$ cat src/rtl/telemetry_rx.sv
// telemetry_rx: UART receiver and frame parser for the e-bike telemetry link.
// Optional macro TELEM_RX_STRICT_EN rejects non-zero upper nibbles in high bytes.
module telemetry_rx #(
   parameter int unsigned BAUD_DIV     = 2604,
   parameter int unsigned TIMEOUT_BITS = 20
) (
   input  logic        clk,
   input  logic        rst_n,
   input  logic        RX,
   output logic [11:0] batt_v,
   output logic [11:0] avg_curr,
   output logic [11:0] avg_torque,
   output logic        pkt_vld,
   output logic        frm_err
);

   localparam int unsigned CW   = $clog2(BAUD_DIV);
   localparam int unsigned TLIM = TIMEOUT_BITS * BAUD_DIV;
   localparam int unsigned GW   = $clog2(TLIM + 1);
   localparam logic [CW-1:0] HALF = CW'(BAUD_DIV / 2 - 1);
   localparam logic [CW-1:0] FULL = CW'(BAUD_DIV - 1);
   localparam logic [GW-1:0] GLIM = GW'(TLIM);

   typedef enum logic [2:0] {
      U_IDLE, U_START, U_DATA, U_STOP, U_HOLD
   } ust_t;

   typedef enum logic [2:0] {
      P_HUNT_AA, P_HUNT_55, P_BH, P_BL, P_CH, P_CL, P_TH, P_TL
   } pst_t;

   logic          rx_m, rx_s;
   ust_t          ust;
   logic [CW-1:0] cnt;
   logic [2:0]    bitn;
   logic [7:0]    shreg;
   logic          byte_rdy;
   logic          stop_err;

   pst_t          ps;
   logic [3:0]    b_hi, c_hi, t_hi;
   logic [7:0]    b_lo, c_lo;
   logic [GW-1:0] gap;
   logic          tmo;
   logic          hi_state;
   logic          nib_bad;
   logic          nib_abort;
   logic          nib_err;
   logic          abort;

   always_ff @(posedge clk or negedge rst_n) begin
      if (!rst_n) begin
         rx_m <= 1'b1;
         rx_s <= 1'b1;
      end else begin
         rx_m <= RX;
         rx_s <= rx_m;
      end
   end

   always_ff @(posedge clk or negedge rst_n) begin
      if (!rst_n) begin
         ust      <= U_IDLE;
         cnt      <= '0;
         bitn     <= '0;
         shreg    <= '0;
         byte_rdy <= 1'b0;
         stop_err <= 1'b0;
      end else begin
         byte_rdy <= 1'b0;
         stop_err <= 1'b0;
         unique case (ust)
            U_IDLE: begin
               cnt <= '0;
               if (!rx_s) ust <= U_START;
            end
            U_START: begin
               if (cnt == HALF) begin
                  cnt  <= '0;
                  bitn <= '0;
                  ust  <= rx_s ? U_IDLE : U_DATA;
               end else begin
                  cnt <= cnt + 1'b1;
               end
            end
            U_DATA: begin
               if (cnt == FULL) begin
                  cnt   <= '0;
                  shreg <= {rx_s, shreg[7:1]};
                  bitn  <= bitn + 1'b1;
                  if (bitn == 3'd7) ust <= U_STOP;
               end else begin
                  cnt <= cnt + 1'b1;
               end
            end
            U_STOP: begin
               if (cnt == FULL) begin
                  cnt <= '0;
                  if (rx_s) begin
                     byte_rdy <= 1'b1;
                     ust      <= U_IDLE;
                  end else begin
                     stop_err <= 1'b1;
                     ust      <= U_HOLD;
                  end
               end else begin
                  cnt <= cnt + 1'b1;
               end
            end
            U_HOLD: begin
               if (rx_s) ust <= U_IDLE;
            end
            default: ust <= U_IDLE;
         endcase
      end
   end

   // Inter-byte gap only accumulates while a frame is open and the line is idle
   always_ff @(posedge clk or negedge rst_n) begin
      if (!rst_n) begin
         gap <= '0;
      end else if (ps == P_HUNT_AA || byte_rdy || tmo) begin
         gap <= '0;
      end else if (ust == U_IDLE) begin
         gap <= gap + 1'b1;
      end
   end

   assign tmo      = (gap == GLIM);
   assign hi_state = (ps == P_BH) || (ps == P_CH) || (ps == P_TH);

`ifdef TELEM_RX_STRICT_EN
   assign nib_bad = |shreg[7:4];
`else
   assign nib_bad = 1'b0;
`endif

   assign nib_abort = byte_rdy & hi_state & nib_bad;
   assign abort     = stop_err | tmo | nib_abort;
   assign frm_err   = stop_err | nib_err;

   always_ff @(posedge clk or negedge rst_n) begin
      if (!rst_n) begin
         ps         <= P_HUNT_AA;
         b_hi       <= '0;
         b_lo       <= '0;
         c_hi       <= '0;
         c_lo       <= '0;
         t_hi       <= '0;
         batt_v     <= '0;
         avg_curr   <= '0;
         avg_torque <= '0;
         pkt_vld    <= 1'b0;
         nib_err    <= 1'b0;
      end else begin
         pkt_vld <= 1'b0;
         nib_err <= nib_abort;
         if (abort) begin
            ps   <= P_HUNT_AA;
            b_hi <= '0;
            b_lo <= '0;
            c_hi <= '0;
            c_lo <= '0;
            t_hi <= '0;
         end else if (byte_rdy) begin
            unique case (ps)
               P_HUNT_AA: if (shreg == 8'hAA) ps <= P_HUNT_55;
               P_HUNT_55: begin
                  if (shreg == 8'h55) ps <= P_BH;
                  else if (shreg != 8'hAA) ps <= P_HUNT_AA;
               end
               P_BH: begin b_hi <= shreg[3:0]; ps <= P_BL; end
               P_BL: begin b_lo <= shreg;      ps <= P_CH; end
               P_CH: begin c_hi <= shreg[3:0]; ps <= P_CL; end
               P_CL: begin c_lo <= shreg;      ps <= P_TH; end
               P_TH: begin t_hi <= shreg[3:0]; ps <= P_TL; end
               P_TL: begin
                  batt_v     <= {b_hi, b_lo};
                  avg_curr   <= {c_hi, c_lo};
                  avg_torque <= {t_hi, shreg};
                  pkt_vld    <= 1'b1;
                  ps         <= P_HUNT_AA;
               end
               default: ps <= P_HUNT_AA;
            endcase
         end
      end
   end

endmodule
$ cat config.mk
export PLATFORM = sky130hd
export DESIGN_NAME = telemetry_rx
export DESIGN_NICKNAME = d
export VERILOG_FILES = /design/src/rtl/telemetry_rx.sv
export SDC_FILE = /design/constraint.sdc
export NUM_CORES = 1
export LEC_CHECK = 0
export BUFFER_PORTS_ARGS = -buffer_cell sky130_fd_sc_hd__buf_4
export CAP_MARGIN = 0
export CORE_MARGIN = 2
export CORE_UTILIZATION = 50
export CTS_CLUSTER_SIZE = 40
export DETAILED_ROUTE_END_ITERATION = 12
export PLACE_DENSITY = 0.67
export RECOVER_POWER = 100
export SYNTH_ARGS = -nofsm -noshare
export SYNTH_HDL_FRONTEND = slang
export SYNTH_SLANG_ARGS = --single-unit
$ cat constraint.sdc
create_clock -name clk -period 3.15 [get_ports clk]
set_input_delay 0.4725 -clock clk [delete_from_list [all_inputs] [get_ports clk]]
set_output_delay 0.4725 -clock clk [all_outputs]
set_load 0.005 [all_outputs]
Word level (Yosys, flattened, before mapping)
Cells that the tools add are included.
{"block": "totals", "memories": 0, "rom_bits": 0, "in_bits": 3, "register_bits": 114, "latch_bits": 0, "ram_bits": 0}
{"block": "classes", "shift": 0, "addsub": 3, "order_cmp": 0, "n_div": 0, "multipliers": 0, "bitwise_logic": 2, "n_mux": 47, "reduce_logical": 24, "n_eq_ne": 26}
{"cell": "8-bit 2-to-1 mux", "count": 6}
{"cell": "3-bit 2-to-1 mux", "count": 14}
{"cell": "4-bit 2-to-1 mux", "count": 9}
{"cell": "12-bit one-hot mux with 3 select lines", "count": 1}
{"cell": "16-bit 2-to-1 mux", "count": 2}
{"cell": "12-bit 2-to-1 mux", "count": 2}
{"cell": "3-bit one-hot mux with 8 select lines", "count": 1}
{"cell": "3-bit equality test (second input constant)", "count": 6}
{"cell": "16-bit by 1-bit adder with 16-bit output (second input constant)", "count": 1}
{"cell": "16-bit equality test (second input constant)", "count": 1}
{"cell": "2-bit nonzero test", "count": 8}
{"cell": "3-bit one-hot mux with 5 select lines", "count": 1}
{"cell": "12-bit by 1-bit adder with 12-bit output (second input constant)", "count": 1}
{"cell": "12-bit by 11-bit equality test with 1-bit output (second input constant)", "count": 1}
{"cell": "12-bit equality test (second input constant)", "count": 1}
{"cell": "3-bit by 2-bit equality test with 1-bit output (second input constant)", "count": 4}
{"cell": "2-bit inequality test (second input constant)", "count": 6}
{"cell": "2-bit AND reduction", "count": 6}
{"cell": "1-bit 2-to-1 mux", "count": 9}
{"cell": "3-bit AND reduction", "count": 3}
{"cell": "8-bit by 7-bit equality test with 1-bit output (second input constant)", "count": 1}
{"cell": "8-bit equality test (second input constant)", "count": 1}
{"cell": "8-bit inequality test (second input constant)", "count": 1}
{"cell": "3-bit by 1-bit equality test with 1-bit output (second input constant)", "count": 2}
{"cell": "12 further kinds", "count": 14}

Longest topological paths before layout
Gate-level depths: netlist (run 1).
{"block": "logic_depth", "depth_word": 6, "depth_mapped": 8}

Worst setup path after synthesis (run 1)
Ideal clock, no wire load.
{"block": "synth_path", "path_kind": "register to register", "start": "register gap[10]", "end": "register avg_curr[2]", "required_ns": 3.022, "path_stages_with_launch": 6, "arrival_ns": 2.069, "period_less_slack_ns": 2.197, "slack_ns": 0.953, "n_path_buf": 1, "setup_ns": 0.128, "path_cell_list": "dfrtp_1 -> or4b_1 -> o41ai_4 -> nor3_2 -> buf_6 -> mux2_1"}
{"block": "synth_between", "elab_chain_len": 4}
{"item": "from (decl)", "line": "43", "rtl": "logic [GW-1:0] gap;"}
{"item": "from (signal assigned)", "line": "125", "rtl": "gap <= gap + 1'b1;"}
{"item": "16-bit equality test", "line": "129", "rtl": "assign tmo = (gap == GLIM);"}
{"item": "1-bit OR", "line": "139", "rtl": "assign abort = stop_err | tmo | nib_abort;"}
{"item": "1-bit NOT (no source line)"}
{"item": "3-bit AND reduction (no source line)"}
{"item": "to (signal assigned)", "line": "179", "rtl": "avg_curr <= {c_hi, c_lo};"}
{"item": "to (decl)", "line": "11", "rtl": "output logic [11:0] avg_curr,"}
Every way passes these cells.
A chain may end at the register's enable or synchronous reset.

Worst setup path after layout (run 1)
{"block": "layout_path", "start": "register gap[10]", "end": "register c_lo[7]"}
{"block": "layout_between", "elab_chain_len": 4}
{"item": "16-bit equality test (*)", "line": "129"}
{"item": "1-bit OR (*)", "line": "139"}
{"item": "2-bit nonzero test (no source line)"}
{"item": "2-bit AND reduction (no source line)"}
{"item": "to (signal assigned)", "line": "148", "rtl": "c_lo <= '0;"}
{"item": "to (signal assigned)", "line": "163", "rtl": "c_lo <= '0;"}
{"item": "to (signal assigned)", "line": "175", "rtl": "P_CL: begin c_lo <= shreg; ps <= P_TH; end"}
{"item": "to (decl)", "line": "42", "rtl": "logic [7:0] b_lo, c_lo;"}
Every way passes the cells marked *; elsewhere a longest branch is shown, timed or not.

==> flow_summary.rst, run 1 <==
.. list-table::
   :header-rows: 1

   * - Metric
     - Value
   * - Result of the run
     - completed
   * - Shortest clock period the worst path allows after layout
     - about 2.8 ns
   * - Synth top area cells
     - sky130_fd_sc_hd__dfrtp_1, sky130_fd_sc_hd__mux2_4, sky130_fd_sc_hd__nand2_1
   * - Antenna viol nets, final
     - 0
   * - Worst stage delay on the critical path
     - 1.02 ns
   * - Share of the core filled with cells in the final layout
     - approximately 60%
   * - Share of the clock period used by the worst path
     - 89.63%
   * - Kind of end point of the critical path
     - register
   * - Number of buffers on the longest clock path
     - 2
   * - TritonCTS buffer count
     - 17
   * - Capture endpoint of the worst hold path
     - rx_m
   * - Effective utilization at floorplan
     - between 50% and 60%
   * - FFs w/ async S/R, synth
     - 100.0%
   * - Largest net degree at the start of global routing
     - 54
   * - Worst reg2reg path depth
     - 4
   * - Placer Congestion
     - 0.8057
   * - Number of hold violations in the final report
     - 0
   * - Net switching power of the design
     - 0.7428 mW
   * - CTS clock-pin slew for the worst setup and hold paths
     - roughly 0.06 ns
   * - CTS tree
     - built
   * - Clock insertion delay at the later pin of the skew report
     - approximately 0.50 ns
   * - Portion of the post-synthesis area used by sequential elements
     - 54.55%
   * - Critical path's slowest cell
     - sky130_fd_sc_hd__clkbuf_1
   * - RSZ-0062 raised after global routing
     - no
   * - Most used DFF post-synth
     - sky130_fd_sc_hd__dfrtp_1
   * - Postcts setup bufs
     - 0
   * - Number of unique standard cell types used by synthesis
     - 48
   * - Static power due to leakage
     - approximately 2.8 nW
   * - DRC viols
     - 0
   * - Area share of the largest cell type after synthesis
     - approximately 54%
   * - Min Hold Slack
     - 0.08073 ns
   * - Number of gates resized after cts
     - 0
   * - Input/output buffers
     - 40
   * - Overall routing resource usage
     - 20.22%
   * - Category of the worst setup path launch point
     - register
   * - Share of total power consumed by net switching
     - 21.52%
   * - CP Max Fanout
     - 31
   * - Startpoint of the lowest-slack register-to-register path
     - gap[10]
   * - Initial antenna violation count
     - 0
   * - Slew HR
     - 10.54%
   * - Synth Warn #
     - 0
   * - Total standard cell area after synthesis
     - 5234 um2
   * - Number of clock sinks
     - 114
   * - Number of DRC violations after detailed-routing iteration 0
     - 126
   * - Wire length of the first global-routing pass
     - 17990 um
   * - Most frequent standard cell in the layout excluding fill and tap cells
     - sky130_fd_sc_hd__dfrtp_1
   * - ANT cells
     - 0
   * - X dimension of the die
     - between 100 and 150 um
   * - Area growth syn-to-layout
     - 17.12%
   * - Max-cap viol count
     - 0
   * - I/O pin count
     - 41
   * - Detail-routed net length per standard cell
     - 16.24 um
   * - Number of hold buffers added after cts
     - 0
   * - Fin Setup TNS
     - 0 ns
   * - Final-report setup violation count
     - 0
   * - Average via count per standard cell
     - 5.604
   * - Net count after synthesis
     - around 480
   * - Source of the worst hold timing path
     - RX
   * - Post-detailed-routing wire length
     - around 11000 um
   * - Nets
     - 519
   * - Arrival time reported for the critical path endpoint
     - around 3.1 ns
   * - Pre-Repair DR Iteration Count
     - 4
   * - Worst path required time
     - 3.46 ns
   * - Total global routing overflow
     - 0
   * - Register-to-register path setup slack
     - 0.33 ns
   * - DP Wirelength
     - around 7000 um
   * - Min-delay worst type
     - in -> reg
   * - Rows
     - 37
   * - Worst Clk Skew
     - 0.007400 ns
   * - Fmax
     - ~0.35 GHz
   * - Number of cells produced by synthesis
     - 470
   * - Register share of total power
     - between 40% and 50%
   * - Peak supply drop
     - 0.3981 mV
   * - Max Transition Viols Final
     - 0
   * - Leading cell types in the layout, fill and taps excluded
     - sky130_fd_sc_hd__dfrtp_1, sky130_fd_sc_hd__nand2_1, sky130_fd_sc_hd__clkbuf_4, sky130_fd_sc_hd__nor2_1
   * - Overall die height
     - between 100 and 150 um
   * - Count of state elements after synthesis
     - 114
   * - Part of the power in combinational logic
     - 0.9%
   * - Share of post-route cells with drive strength above 1
     - 18.93%
   * - Internal Pwr Total
     - 2.709 mW
   * - Class of the most critical setup path
     - reg -> reg
   * - Worst reg2reg endpoint
     - c_lo[7]
   * - Actual slew at the worst max-slew pin
     - 1.342 ns
   * - Core Footprint
     - 10230 um2
   * - Clk pwr share
     - a little under three fifths
   * - Htree depth
     - 4
   * - Number of global-route vias before repair
     - 3576
   * - Synth area leader
     - sky130_fd_sc_hd__dfrtp_1
   * - Number of flops mapped to enable cells by yosys
     - 0
   * - Total die area
     - between 10000 and 15000 um2
   * - Power density over the cells
     - 563.1 nW/um2
   * - CTS root buffer
     - sky130_fd_sc_hd__clkbuf_8
   * - Mean cell area of the mapped netlist
     - 11.14 um2
   * - Total via count in the routed design
     - 3693
   * - Cells on Worst Hold Path
     - 1
   * - Cell chain of the critical path
     - or4b_1, o41ai_4, clkbuf_1, a21oi_1
[per-stage QoR]
stage                     setup WS, ns  cell area (um2)  instances  total power [mW]
after CTS                       0.5358             6265        659             3.474
after global routing            0.1889             6130        659             3.558
after detailed placement        0.5858             5659        627             1.532
final                           0.3268             6130        659             3.451
after global placement          0.6532             5659        627             1.531
after floorplan                 0.9534             5234        470             1.496
[sequential cells by signal, summed over array words and instances, names as in the netlist]
register    count
b_hi            4
ps              3
stop_err        1
byte_rdy        1
gap            16
bitn            3
shreg           8
batt_v         12
rx_s            1
b_lo            8
pkt_vld         1
t_hi            4
ust             3
c_hi            4
cnt            12
rx_m            1
c_lo            8
avg_torque     12
avg_curr       12
[layer usage]
layer	wire length [um]	GRT usage, %	up-vias	part of all wire [%]
met4	107	6.015	0	1.0
met1	4963	27.42	1869	46
met3	364	5.089	11	3.4
met2	5267	32.28	67	49
li1	-	-	1746	-
met5	0	0	-	0
[final cells by class]
cell class                 instances  area (um2)
sequential                       114        2855
tap                              136       170.2
multi-input combinational        316        2112
clock inverter                    14       177.7
inverter                          13       48.80
timing repair buffer              48       337.8
fill                             857        4101
clock buffer                      18       427.9
[worst max-delay path, delay by kind of cell (launching register included)]
family,cells,cell delay (ns)
AOI/OAI and AO/OA,2,0.58
buffers and inverters,1,1.02
DFF,1,0.41
and+or+nand+nor,1,0.60
[worst max-delay path by stage]
stage | cells past startpoint | startpoint | to | slack, ns
after floorplan | 5 | gap[10] | avg_curr[2] | 0.95
final | 4 | gap[10] | c_lo[7] | 0.33
after detailed placement | 7 | gap[0] | avg_torque[6] | 0.59
after global placement | 7 | gap[0] | avg_torque[6] | 0.65
after CTS | 7 | gap[0] | avg_torque[6] | 0.54
after global routing | 4 | gap[10] | c_hi[0] | 0.19
[cell usage after synthesis, drive strengths merged (2+ instances only)]
cell type,number
buf,4
nor4bb,6
dfstp,2
o31ai,3
nor3b,3
nor4b,4
xor2,5
inv,13
or2,3
o41ai,2
nand2,59
nor2b,3
o21ai,18
or3,7
and3b,2
o22ai,4
mux2,43
or4b,2
mux2i,14
and3,3
dfrtp,112
a21oi,28
nor3,13
o211ai,2
ha,6
xnor2,8
nand4,12
nor2,33
nand3,13
clkbuf,23
nor4,7
or4,3
[power groups by stage]
stage               combinational (mW)  sequential (mW)  clock (mW)
floorplan                      0.00132             1.49           0
global placement                0.0363             1.49           0
detailed placement              0.0373             1.49           0
CTS                             0.0375             1.47        1.97
global route                    0.0389             1.47        2.05
finish                          0.0314             1.47        1.95
[logic make-up (layout without fill, tap and decap cells)]
kind of cell	count (synthesis)	after routing	share of synthesized area, %
simple gates	177	177	17.55
flops	114	114	54.55
compound gates	63	63	7.196
mux	57	57	13.79
buf+inv	40	93	3.299
xor+xnor	13	13	2.175
fa+ha+maj	6	6	1.434
Power figures use the tool's default switching activity.
==> run 2, diff against run 1 <==
--- a/config.mk
+++ b/config.mk
@@ -8,10 +8,10 @@
 export BUFFER_PORTS_ARGS = -buffer_cell sky130_fd_sc_hd__buf_4
 export CAP_MARGIN = 0
 export CORE_MARGIN = 2
-export CORE_UTILIZATION = 50
+export CORE_UTILIZATION = 55
 export CTS_CLUSTER_SIZE = 40
 export DETAILED_ROUTE_END_ITERATION = 12
-export PLACE_DENSITY = 0.67
+export PLACE_DENSITY = 0.73
 export RECOVER_POWER = 100
 export SYNTH_ARGS = -nofsm -noshare
 export SYNTH_HDL_FRONTEND = slang
==> run 2 against run 1 <==
  * The flow now finishes with violations (max-capacitance violations, max-slew violations)
  * Sequential power about the same
  * Non-clock buffer count down 2
  * Global-route usage up 1.3 points
  * Power up 1.7%
  * First-iteration DRC count up 63%
  * Setup slack better by 0.097 ns
  * Clock power up 3%
  * Maximum frequency up 3.6%
  * Sequential cell count unchanged
  * Sequential share of layout area up 0.086 points
  * Clock-buffer cell count unchanged
  * Via count up 0.79%
  * Highest routed layer unchanged
==> flow_summary.rst, run 2 (synthesis results as in run 1) <==
.. list-table::
   :header-rows: 1

   * - Metric
     - Value
   * - Kind of end point of the critical path
     - register
   * - CTS tree
     - built
   * - Largest net degree at the start of global routing
     - ~120
   * - Failing checks
     - max-capacitance violations, max-slew violations
   * - Number of gates resized after cts
     - 0
   * - Area growth syn-to-layout
     - 16.90%
   * - Post-detailed-routing wire length
     - 10250 um
   * - Wire length of the first global-routing pass
     - 17390 um
   * - Peak supply drop
     - 0.3644 mV
   * - Number of hold buffers added after cts
     - 0
   * - Number of global-route vias before repair
     - 3598
   * - Worst stage delay on the critical path
     - between 0.7 and 0.8 ns
   * - TritonCTS buffer count
     - 17
   * - Number of hold violations in the final report
     - 0
   * - Total global routing overflow
     - 0
   * - Category of the worst setup path launch point
     - register
   * - Initial antenna violation count
     - 0
   * - Detail-routed net length per standard cell
     - 15.76 um
   * - Min-delay worst type
     - in -> reg
   * - Total via count in the routed design
     - 3722
   * - Pre-CTS setup slack
     - 0.5282 ns
   * - Slew HR
     - -63.35%
   * - Clock insertion delay at the later pin of the skew report
     - between 0.5 and 0.6 ns
   * - Layout fillers
     - 702
   * - Static power due to leakage
     - 2.804 nW
   * - Htree depth
     - 4
   * - Share of the clock period used by the worst path
     - 86.54%
   * - Worst path required time
     - 3.53 ns
   * - Max Transition Viols Final
     - between 100 and 150
   * - Effective utilization at floorplan
     - between 50 and 60%
   * - CTS clock-pin slew for the worst setup and hold paths
     - 0.06 ns
   * - Cell chain of the critical path
     - or4b_1, o41ai_1, nor3_4, buf_4, mux2_1
   * - Nets
     - 517
   * - Largest register FFs
     - 16
   * - Timing startpoint of the critical path
     - gap[10]
   * - Overall die height
     - approximately 100 um
   * - I/O pin count
     - 41
   * - Most frequent standard cell in the layout excluding fill and tap cells
     - sky130_fd_sc_hd__dfrtp_1
   * - Placer Congestion
     - 0.8296
   * - Shortest clock period the worst path allows after layout
     - 2.726 ns
   * - Class of the most critical setup path
     - reg -> reg
   * - Average via count per standard cell
     - 5.726
   * - X dimension of the die
     - approximately 100 um
   * - Antenna viol nets, final
     - 0
   * - Source of the worst hold timing path
     - RX
   * - Arrival time reported for the critical path endpoint
     - 3.11 ns
   * - Max-cap viol count
     - 1
   * - Fin Setup TNS
     - 0 ns
   * - Total die area
     - 10310 um2
   * - Worst path setup slack after routing
     - 0.4239 ns
   * - CTS root buffer
     - sky130_fd_sc_hd__clkbuf_8
   * - CP Max Fanout
     - 25
   * - Share of post-route cells with drive strength above 1
     - 18.62%
   * - DP Wirelength
     - 6570 um
   * - Actual slew at the worst max-slew pin
     - 2.450 ns
   * - Number of DRC violations after detailed-routing iteration 0
     - a little over 200
   * - Worst Clk Skew
     - approximately 0.0077 ns
   * - Postcts setup bufs
     - 0
   * - Leading cell types in the layout, fill and taps excluded
     - sky130_fd_sc_hd__dfrtp_1, sky130_fd_sc_hd__nand2_1, sky130_fd_sc_hd__clkbuf_4, sky130_fd_sc_hd__nor2_1
   * - Most flops, register
     - gap
   * - Input/output buffers
     - 40
   * - Fmax
     - 0.3668 GHz
   * - Final-report setup violation count
     - 0
   * - Result of the run
     - finished, violations left
   * - Critical path's slowest cell
     - sky130_fd_sc_hd__o41ai_1
   * - ANT cells
     - 0
   * - DRC viols
     - 0
   * - Pre-Repair DR Iteration Count
     - 5
   * - Rows
     - 35
   * - Number of buffers on the longest clock path
     - 2
   * - Footprint of the flip-flops and latches
     - 2855 um2
   * - Number of clock sinks
     - between 100 and 150
   * - Core Footprint
     - 9240 um2
   * - Power density over the cells
     - 573.6 nW/um2
   * - Overall routing resource usage
     - 21.48%
   * - Area taken by multi-input logic gates
     - 2093 um2
   * - RSZ-0062 raised after global routing
     - no
   * - Startpoint of the lowest-slack register-to-register path
     - gap[10]
==> run 2: cell types whose count changed in the layout (fill, tap and decap cells not counted) <==
cell,delta
sky130_fd_sc_hd__bufinv_16,+1
sky130_fd_sc_hd__clkinv_2,-1
sky130_fd_sc_hd__inv_6,-2
sky130_fd_sc_hd__buf_2,+1
sky130_fd_sc_hd__o41ai_1,+1
sky130_fd_sc_hd__clkinv_4,+2
sky130_fd_sc_hd__clkbuf_2,-2
sky130_fd_sc_hd__clkbuf_1,-1
sky130_fd_sc_hd__o41ai_4,-1
==> run 2: routing by layer <==
metal / GRT usage (%) / share of wire [%]
met1: 29.19 / 45
met2: 33.65 / 49
met3: 5.383 / 4.2
met4: 7.900 / 1.4
met5: 0 / 0
==> run 2: final timing paths <==
path	to	slack [ns]	cells past startpoint
max reg2reg	batt_v[9]	0.42	5
max	batt_v[9]	0.42	5
min	rx_m	0.07	1
min in group asynchronous	c_hi[2]	0.83	2
max in group asynchronous	gap[7]	0.87	2
min reg2reg	rx_s	0.36	0
==> run 2: stage by stage <==
step	instance area, um2	utilization (%)	power (mW)	hold WS (ns)	std cells
2_1_floorplan	5234	-	1.496	0.1769	470
3_3_place_gp	5635	60.99	1.529	0.3459	618
3_5_place_dp	5635	60.99	1.530	0.3520	618
4_1_cts	6266	67.81	3.548	0.05798	650
5_1_grt	6118	66.22	3.626	0.05354	650
6_report	6118	66.22	3.509	0.07376	650
==> run 2: layout make-up <==
type / count / share of cell area (%)
clock buffers: 18 / 6.994
clock inverters: 14 / 3.313
inverters: 13 / 0.7975
multi-input cells: 316 / 34.21
flip-flops and latches: 114 / 46.67
well taps: 129 / 2.638
repair buffers: 46 / 5.378
==> run 2: report_power, final <==
part	switching [mW]	internal, mW
combinational	0.0277	0.00231
sequential	0.000948	1.47
clock	0.694	1.32
==> run 2: critical path, delay by kind of cell (launching register included) <==
| kind | cells | cell delay (ns) |
|---|---|---|
| buffers and inverters | 1 | 0.30 |
| AND/OR/NAND/NOR | 2 | 0.79 |
| flip-flops | 1 | 0.41 |
| AO/OA/AOI/OAI | 1 | 0.73 |
| multiplexers | 1 | 0.35 |
==> run 3, diff against run 2 <==
==> constraint.sdc (replaced) <==
create_clock -name clk -period 3.5 [get_ports clk]
set_input_delay 0.525 -clock clk [delete_from_list [all_inputs] [get_ports clk]]
set_output_delay 0.525 -clock clk [all_outputs]
set_load 0.005 [all_outputs]
==> run 3 against run 2 <==
  * The run still ends with max-capacitance violations, max-slew violations left
  * Hold slack better by 0.052 ns
  * Critical path depth is 1 lower
  * Sequential cell count stayed put
  * Largest cell class unchanged
  * Largest power group unchanged
  * Highest routed layer unchanged
==> flow_summary.rst, run 3 (synthesis results as in run 1) <==
.. list-table::
   :header-rows: 1

   * - Metric
     - Value
   * - Result of the run
     - finished, violations left
   * - Failing checks
     - max-capacitance violations, max-slew violations
   * - Cell chain of the critical path
     - or4b_1, o41ai_4, clkbuf_1, nor2_1
   * - Actual slew at the worst max-slew pin
     - ~1.5 ns
   * - Top delay family on crit path
     - buffers and inverters
   * - Area growth syn-to-layout
     - 15.68%
   * - Worst Clk Skew
     - 0.009278 ns
   * - Initial antenna violation count
     - 0
   * - Max-cap viol count
     - 1
   * - CTS root buffer
     - sky130_fd_sc_hd__clkbuf_8
   * - Core Footprint
     - 9240 um2
   * - ANT cells
     - 0
   * - Share of the clock period used by the worst path
     - 80.50%
   * - Antenna viol nets, final
     - 0
   * - CTS tree
     - built
   * - Average via count per standard cell
     - 5.578
   * - Arrival time reported for the critical path endpoint
     - 3.15 ns
   * - Largest net degree at the start of global routing
     - 66
   * - Critical path's slowest cell
     - sky130_fd_sc_hd__clkbuf_1
   * - Leading cell types in the layout, fill and taps excluded
     - sky130_fd_sc_hd__dfrtp_1, sky130_fd_sc_hd__nand2_1, sky130_fd_sc_hd__clkbuf_4, sky130_fd_sc_hd__nor2_1, sky130_fd_sc_hd__a21oi_1
   * - Overall routing resource usage
     - 21.62%
   * - Overall die height
     - 101.6 um
   * - Post-route standard cell area excluding fillers
     - 6055 um2
   * - Most flops, register
     - gap
   * - TritonCTS buffer count
     - 17
   * - Final-report setup violation count
     - 0
   * - Detail-routed net length per standard cell
     - 15.53 um
   * - Share of post-route cells with drive strength above 1
     - approximately a fifth
   * - Total via count in the routed design
     - 3620
   * - Clock insertion delay at the later pin of the skew report
     - 0.51 ns
   * - Number of gates resized after cts
     - 0
   * - Input/output buffers
     - 40
   * - Rows
     - 35
   * - Critical path buffers and inverters
     - 1
   * - Fmax
     - 0.3549 GHz
   * - Min-delay worst type
     - in -> reg
   * - Slew HR
     - -2.533%
   * - Most frequent standard cell in the layout excluding fill and tap cells
     - sky130_fd_sc_hd__dfrtp_1
   * - Number of DRC violations after detailed-routing iteration 0
     - between 100 and 150
   * - Nets
     - slightly above 500
   * - Effective utilization at floorplan
     - 56.64%
   * - Fin Setup TNS
     - 0 ns
   * - Worst stage delay on the critical path
     - roughly 1.0 ns
   * - Post-detailed-routing wire length
     - 10080 um
   * - Static power due to leakage
     - 2.779 nW
   * - DP Wirelength
     - 6580 um
   * - CTS clock-pin slew for the worst setup and hold paths
     - 0.06 ns
   * - Total global routing overflow
     - 0
   * - Number of global-route vias before repair
     - 3652
   * - Min Hold Slack
     - 0.1253 ns
   * - Class of the most critical setup path
     - reg -> reg
   * - Number of clock sinks
     - approximately 110
   * - Worst path required time
     - 3.83 ns
   * - Share of the core filled with cells in the final layout
     - between 60% and 70%
   * - DRC viols
     - 0
   * - Placer Congestion
     - 0.8803
   * - Wire length of the first global-routing pass
     - 17510 um
   * - Shortest clock period the worst path allows after layout
     - 2.818 ns
   * - Largest register FFs
     - 16
   * - Non-filler instance count after layout
     - 649
   * - Dpl cells
     - 618
   * - Htree depth
     - 4
   * - I/O pin count
     - 41
   * - Number of hold buffers added after cts
     - 0
   * - Number of hold violations in the final report
     - 0
   * - Postcts setup bufs
     - 0
   * - Number of buffers on the longest clock path
     - 2
   * - RSZ-0062 raised after global routing
     - no
   * - Power density over the cells
     - 481.1 nW/um2
   * - Total die area
     - a little over 10000 um2
   * - Category of the worst setup path launch point
     - register
   * - Max Transition Viols Final
     - 66
   * - CP Max Fanout
     - 31
   * - Placement Cell Area
     - ~5600 um2
   * - Pre-Repair DR Iteration Count
     - 4
   * - Peak supply drop
     - 0.2981 mV
   * - Kind of end point of the critical path
     - register
   * - X dimension of the die
     - 101.6 um
[run 3: changes by cell type in the layout (fill, tap and decap cells not counted), sizes merged]
cell and delta:
clkbuf -1, inv +1, clkinvlp +5, bufinv -3
clkinv -3
[run 3: layer usage]
layer / track usage [%] / vias up / share of wire, %
met5: 0 / - / 0
met3: 5.314 / 14 / 3.3
met1: 28.95 / 1798 / 46
met4: 8.316 / 0 / 1.3
met2: 34.21 / 71 / 49
li1: - / 1737 / -
[run 3: power breakdown]
group	internal [mW]	switching, mW
clock	0.943	0.622
sequential	1.32	0.000795
combinational	0.00184	0.0247
[run 3: final cells by class]
type | instances | area [um2]
clock inverter | 14 | 132.6
timing repair buffer | 46 | 329.1
clock buffer | 17 | 414.1
fill | 720 | 3186
sequential | 114 | 2855
inverter | 13 | 48.80
tap | 129 | 161.4
multi-input combinational | 316 | 2113
[run 3: per-stage QoR]
stage / worst slack [ns] / power (mW)
floorplan: 1.303 / 1.346
global route: 0.4940 / 3.017
global placement: 1.073 / 1.376
detailed placement: 0.9947 / 1.377
finish: 0.6825 / 2.913
CTS: 0.9714 / 2.950
[run 3: final timing paths]
check                        start           to  slack [ns]  cells after the start
max                        gap[10]      b_hi[1]        0.68                      4
min                             RX         rx_m        0.13                      1
max reg2reg                gap[10]      b_hi[1]        0.68                      4
min reg2reg                   rx_m         rx_s        0.36                      0
max in group asynchronous    rst_n        ps[1]        1.21                      2
min in group asynchronous    rst_n  avg_curr[9]        0.39                      1
